===== config.mk =====
export PLATFORM = sky130hd
export DESIGN_NAME = alu_nibble_sequencer
export DESIGN_NICKNAME = d
export VERILOG_FILES = /design/src/rtl/alu_nibble_sequencer.sv
export SDC_FILE = /design/constraint.sdc
export NUM_CORES = 1
export LEC_CHECK = 0
export CORE_MARGIN = 5
export CORE_UTILIZATION = 48
export DETAILED_ROUTE_END_ITERATION = 16
export MAX_ROUTING_LAYER = met4
export PLACE_DENSITY = 0.79
export SLEW_MARGIN = 20
export SYNTH_ARGS = -nofsm -noshare
export SYNTH_HDL_FRONTEND = slang
export SYNTH_SLANG_ARGS = --single-unit

===== constraint.sdc =====
create_clock -name clk -period 3.9 [get_ports clk]
set_clock_uncertainty 0.2 [all_clocks]
set_input_delay 0.78 -clock clk [delete_from_list [all_inputs] [get_ports clk]]
set_output_delay 0.78 -clock clk [all_outputs]
set_load 0.02 [all_outputs]

===== src/rtl/alu_nibble_sequencer.sv =====
// Command-side master for a 4-bit ALU: splits wide ADD/SUB/logic commands into
// per-nibble ALU operations (LSB first) and reassembles the wide response.
module alu_nibble_sequencer #(
    parameter int NIBBLES = 4,
    localparam int W = 4 * NIBBLES
) (
    input  logic         clk,
    input  logic         rst,
    input  logic         cmd_valid,
    output logic         cmd_ready,
    input  logic [2:0]   cmd_op,
    input  logic [W-1:0] cmd_A,
    input  logic [W-1:0] cmd_B,
    output logic [2:0]   alu_op_sel,
    output logic [3:0]   alu_A,
    output logic [3:0]   alu_B,
    input  logic [3:0]   alu_Result,
    input  logic         alu_CarryOut,
    input  logic         alu_ZeroFlag,
    output logic         rsp_valid,
    input  logic         rsp_ready,
    output logic [W-1:0] rsp_Result,
    output logic         rsp_CarryOut,
    output logic         rsp_ZeroFlag,
    output logic         rsp_Error
);
    localparam int IW = (NIBBLES > 1) ? $clog2(NIBBLES) : 1;
    localparam logic [IW-1:0] LAST_IDX = IW'(NIBBLES - 1);
    localparam logic [2:0] OP_ADD = 3'b000;
    localparam logic [2:0] OP_SUB = 3'b001;
    localparam logic [2:0] OP_AND = 3'b010;

    typedef enum logic [1:0] {IDLE, PASS1, PASS2, RESP} state_t;

    state_t        state_reg, state_next;
    logic [2:0]    op_reg, op_next;
    logic [W-1:0]  a_reg, a_next;
    logic [W-1:0]  b_reg, b_next;
    logic [W-1:0]  res_reg, res_next;
    logic [IW-1:0] idx_reg, idx_next;
    logic [3:0]    tmp_reg, tmp_next;
    logic          cin_reg, cin_next;
    logic          c1_reg, c1_next;
    logic          zacc_reg, zacc_next;
    logic          err_reg, err_next;

    logic [3:0]    a_nibs [NIBBLES];
    logic [3:0]    b_nibs [NIBBLES];
    logic [W-1:0]  res_wr;
    logic          is_arith;

    // res_wr is res_reg with the current nibble replaced by the ALU result
    generate
        for (genvar gi = 0; gi < NIBBLES; gi++) begin : g_nib
            assign a_nibs[gi] = a_reg[gi*4 +: 4];
            assign b_nibs[gi] = b_reg[gi*4 +: 4];
            assign res_wr[gi*4 +: 4] = (idx_reg == IW'(gi)) ? alu_Result : res_reg[gi*4 +: 4];
        end
    endgenerate

    assign is_arith = (op_reg == OP_ADD) || (op_reg == OP_SUB);

    always_ff @(posedge clk) begin
        if (rst) begin
            state_reg <= IDLE;
            op_reg    <= OP_AND;
            a_reg     <= '0;
            b_reg     <= '0;
            res_reg   <= '0;
            idx_reg   <= '0;
            tmp_reg   <= '0;
            cin_reg   <= 1'b0;
            c1_reg    <= 1'b0;
            zacc_reg  <= 1'b0;
            err_reg   <= 1'b0;
        end else begin
            state_reg <= state_next;
            op_reg    <= op_next;
            a_reg     <= a_next;
            b_reg     <= b_next;
            res_reg   <= res_next;
            idx_reg   <= idx_next;
            tmp_reg   <= tmp_next;
            cin_reg   <= cin_next;
            c1_reg    <= c1_next;
            zacc_reg  <= zacc_next;
            err_reg   <= err_next;
        end
    end

    always_comb begin
        state_next = state_reg;
        op_next    = op_reg;
        a_next     = a_reg;
        b_next     = b_reg;
        res_next   = res_reg;
        idx_next   = idx_reg;
        tmp_next   = tmp_reg;
        cin_next   = cin_reg;
        c1_next    = c1_reg;
        zacc_next  = zacc_reg;
        err_next   = err_reg;
        alu_op_sel = OP_AND;
        alu_A      = 4'h0;
        alu_B      = 4'h0;
        cmd_ready  = (state_reg == IDLE) && !rst;

        case (state_reg)
            IDLE: begin
                if (cmd_valid && cmd_ready) begin
                    op_next  = cmd_op;
                    a_next   = cmd_A;
                    b_next   = cmd_B;
                    res_next = '0;
                    idx_next = '0;
                    cin_next = 1'b0;
                    c1_next  = 1'b0;
                    if (cmd_op[2:1] == 2'b11) begin
                        err_next   = 1'b1;
                        zacc_next  = 1'b0;
                        state_next = RESP;
                    end else begin
                        err_next   = 1'b0;
                        zacc_next  = 1'b1;
                        state_next = PASS1;
                    end
                end
            end
            PASS1: begin
                alu_op_sel = op_reg;
                alu_A      = a_nibs[idx_reg];
                alu_B      = b_nibs[idx_reg];
                if (is_arith && cin_reg) begin
                    // Incoming carry/borrow is applied in a second ALU pass
                    tmp_next   = alu_Result;
                    c1_next    = alu_CarryOut;
                    state_next = PASS2;
                end else begin
                    res_next   = res_wr;
                    zacc_next  = zacc_reg & alu_ZeroFlag;
                    cin_next   = is_arith ? alu_CarryOut : 1'b0;
                    idx_next   = (idx_reg == LAST_IDX) ? idx_reg : idx_reg + 1'b1;
                    state_next = (idx_reg == LAST_IDX) ? RESP : PASS1;
                end
            end
            PASS2: begin
                alu_op_sel = op_reg;
                alu_A      = tmp_reg;
                alu_B      = 4'b0001;
                res_next   = res_wr;
                zacc_next  = zacc_reg & alu_ZeroFlag;
                cin_next   = c1_reg | alu_CarryOut;
                idx_next   = (idx_reg == LAST_IDX) ? idx_reg : idx_reg + 1'b1;
                state_next = (idx_reg == LAST_IDX) ? RESP : PASS1;
            end
            RESP: begin
                if (rsp_ready) begin
                    state_next = IDLE;
                end
            end
            default: state_next = IDLE;
        endcase
    end

    assign rsp_valid    = (state_reg == RESP);
    assign rsp_Result   = res_reg;
    assign rsp_CarryOut = cin_reg;
    assign rsp_ZeroFlag = zacc_reg;
    assign rsp_Error    = err_reg;
endmodule


==> impl_results.md, run 1 <==
* Outcome: complete, no violations
* Worst reg2reg path depth at 6
* Gpl congestion at 0.8110
* PnR Total Power at 0.002226 W
* Vias/cell at between 5 and 6
* Hold_buf cts at 0
* Crit end category: output pin
* Synth top cells by count: dfxtp_1 (63), nand2_1 (42), o21ai_0 (42), nand2b_1 (36), inv_1 (24)
* Chip width at approximately 90 um
* Post-CTS setup buffer count at 0
* Register area share after synthesis at 43.34%
* Ranking of synthesized cells by area: dfxtp_1 (43%), nand2b_1 (7.7%), o21ai_0 (7.2%), mux4_2 (6.2%), nand2_1 (5.4%)
* Fin. max-slew vios at 0
* Hold Fails Final Rpt at 0
* Routed length per instance at between 10 and 15 um
* Worst hold path class: flop to flop
* Max-cap viol count at 0
* Slew margin rel. at 61.69%
* CP Cell Sequence: mux4_2 -> a32o_1 -> clkdlybuf4s50_1
* End of the critical path: alu_A[1]
* # H-tree levels at 3
* Top FF cell, synth: dfxtp_1
* Slew @ Worst Pin at roughly 0.57 ns
* Hold depth at 2
* Total Wirelength at 6926 um
* Setup TNS at 0 ns
* Arr. time, crit path at 2.37 ns
* Syn Inst Count at 326
* Later-pin clock latency in the skew report at 0.34 ns
* Layout area overhead at 34.78%
* Synth Warn # at 0
* Register area at 1261 um2
* Stages on worst setup path at 3
* Worst vdd ir at 0.3337 mV
* Crit-path slowest cell: dfxtp_1
* Iteration-0 DRC Markers at between 100 and 150
* Post-detail-place hpwl at 4934 um
* Initial antenna violation count at 0
* Fillers at 487
* Worst Path Max Fanout at 9
* DRC Markers at 0
* EDFF count, synth at 0
* FMAX at 298.3 MHz
* Clk buf depth at 2
* CP top delay family: flip-flops
* Multi-input logic area at 1473 um2
* Buf+Inv Stages, Crit Path at 1
* Leak at 1.371 nW
* RR Startpoint: state_reg[1]
* Die H at 87.87 um
* Asr flop ratio synth at 0%
* Post-Syn Area per Cell at roughly 8.9 um2
* Drt pass-1 iters at 4
* Vias in the first global route at 2557
* Final nets at 452
* Post-synth net total at 381
* Core footprint at 5921 um2
* ANT cells at 0
* Initial core utilization at 49.15%
* RSZ-0062 raised after global routing: no
* Min Tclk post-route at 3.352 ns
* Ports at 77
* FP Rows at 28
* Largest net degree at the start of global routing at 40
* Worst Setup Path Type: flop to output pin
* Post-Syn Area at 2910 um2
* Start point of the critical path: idx_reg[0]
* IO buf count at 76
* First-pass GRT wire length at 11640 um
* CP Data Required Time at around 2.9 ns
* Share of layout cells above drive strength 1 at 7.980%
* Final period util at 85.94%
* Overall Global Routing Usage at 19.60%
* Yosys top cell by area: dfxtp_1
* Startpoint class of the critical path: flop
* DRT antenna net count at 0
* Die area at 7720 um2
* CTS buffer count at 9
* Cell with the most instances after synthesis: dfxtp_1
* Clock Tree Root: clkbuf_8
* R2r endpoint: rsp_CarryOut
* Share of the synthesized area in the top cell type at a little over two fifths
* CTS tree: built
* Critical path's largest stage delay at 0.68 ns
* Sink Count at 63
* Synth cell types at 34
* FF-to-FF setup slack at 1.54 ns
* Clk pin slew, worst setup/hold paths at roughly 0.07 ns
* Final setup viols at 0
* Yosys reg bits at 63
* Via count at 2504
* CTS resizes at 0
* P per Cell Area at 567.6 nW/um2
* Total global routing overflow at 0
## power by group
| group | internal, W | switching, W | total (W) |
|---|---|---|---|
| Combinational | 0.000342 | 0.000425 | 0.000767 |
| Clock | 0.000372 | 0.000240 | 0.000612 |
| Sequential | 0.000757 | 0.0000904 | 0.000847 |
## logic make-up (layout without fill, tap and decap cells)
group / Yosys count / in the layout / share of synthesized area [%]
mux: 12 / 12 / 7.567
fa+ha+maj: 10 / 10 / 4.299
compound gates: 80 / 80 / 17.93
simple gates: 116 / 116 / 20.77
buf+inv: 45 / 120 / 6.105
flops: 63 / 63 / 43.34
## layer usage
| metal | vias to the layer above | global-route usage, % | wire [um] |
|---|---|---|---|
| met4 | 0 | 7.671 | 110 |
| met1 | 1152 | 24.68 | 3073 |
| li1 | 1261 | - | - |
| met3 | 13 | 4.421 | 461 |
| met2 | 78 | 30.55 | 3280 |
| met5 | - | - | 0 |
## how the worst min path moves through the flow
stage / from / slack [ns] / to
after floorplan: op_reg[0] / 0.24 / op_reg[0]
after global placement: b_reg[12] / 0.26 / b_reg[12]
after detailed placement: a_reg[5] / 0.26 / a_reg[5]
after CTS: a_reg[15] / 0.28 / a_reg[15]
after global routing: rsp_Error / 0.30 / rsp_Error
final: rsp_Error / 0.27 / rsp_Error
## layout by cell type, fill, tap and decap left out, drive strengths merged
cell type,synthesis,routed
a211o,1,1
or2b,1,1
o21ai,42,42
mux2i,4,4
a21oi,10,10
nor2b,5,5
a31oi,1,1
inv,24,24
dfxtp,63,63
bufinv,0,2
a211oi,2,2
a21boi,1,1
clkdlybuf4s50,0,75
a311oi,1,1
a32o,4,4
ha,10,10
nand2b,36,36
o32ai,16,16
o31a,1,1
clkinv,0,2
nor3,1,1
nor2,11,11
or3,1,1
mux4,8,8
clkbuf,19,11
buf,2,6
and3b,1,1
and4bb,1,1
nor4b,1,1
nand3b,4,4
and2,8,8
a22o,1,1
nand2,42,42
nand3,4,4
## worst reg2reg max path: stages, from the launching register on
cell and delay (ns):
dfxtp_1 0.43, inv_1 0.12, ha_1 0.27, and4bb_1 0.36
a211o_4 0.41, or3_1 0.40, a21oi_2 0.12
## layout make-up
cell class	instances	share of cell area, %
Timing Repair Buffer	81	20.22
Sequential cell	63	32.15
Inverter	24	2.297
Tap cell	75	2.392
Clock inverter	4	1.786
Multi-Input combinational cell	218	37.54
Clock buffer	11	3.604
## per-stage QoR
stage               util, %  worst slack [ns]  cells  area [um2]  hold slack [ns]
floorplan                 -             1.328    326        2910           0.2447
global placement      62.68            0.8688    461        3711           0.2585
detailed placement    62.68            0.8648    461        3711           0.2630
CTS                   66.25            0.4839    476        3923           0.2755
global route          66.25            0.4073    476        3923           0.2976
finish                66.25            0.5482    476        3923           0.2749
Power figures use the tool's default switching activity.
==> inputs of run 2 (changes only) <==
--- a/config.mk
+++ b/config.mk
@@ -5,6 +5,7 @@
 export SDC_FILE = /design/constraint.sdc
 export NUM_CORES = 1
 export LEC_CHECK = 0
+export CAP_MARGIN = 20
 export CORE_MARGIN = 5
 export CORE_UTILIZATION = 48
 export DETAILED_ROUTE_END_ITERATION = 16
==> results of run 2 <==
Final layout, timing and power as in run 1 (identical DEF).
==> inputs of run 3 (changes only) <==
--- a/config.mk
+++ b/config.mk
@@ -8,6 +8,7 @@
 export CAP_MARGIN = 20
 export CORE_MARGIN = 5
 export CORE_UTILIZATION = 48
+export CTS_CLUSTER_DIAMETER = 30
 export DETAILED_ROUTE_END_ITERATION = 16
 export MAX_ROUTING_LAYER = met4
 export PLACE_DENSITY = 0.79
==> results of run 3 <==
Final layout, timing and power as in run 1 (identical DEF).
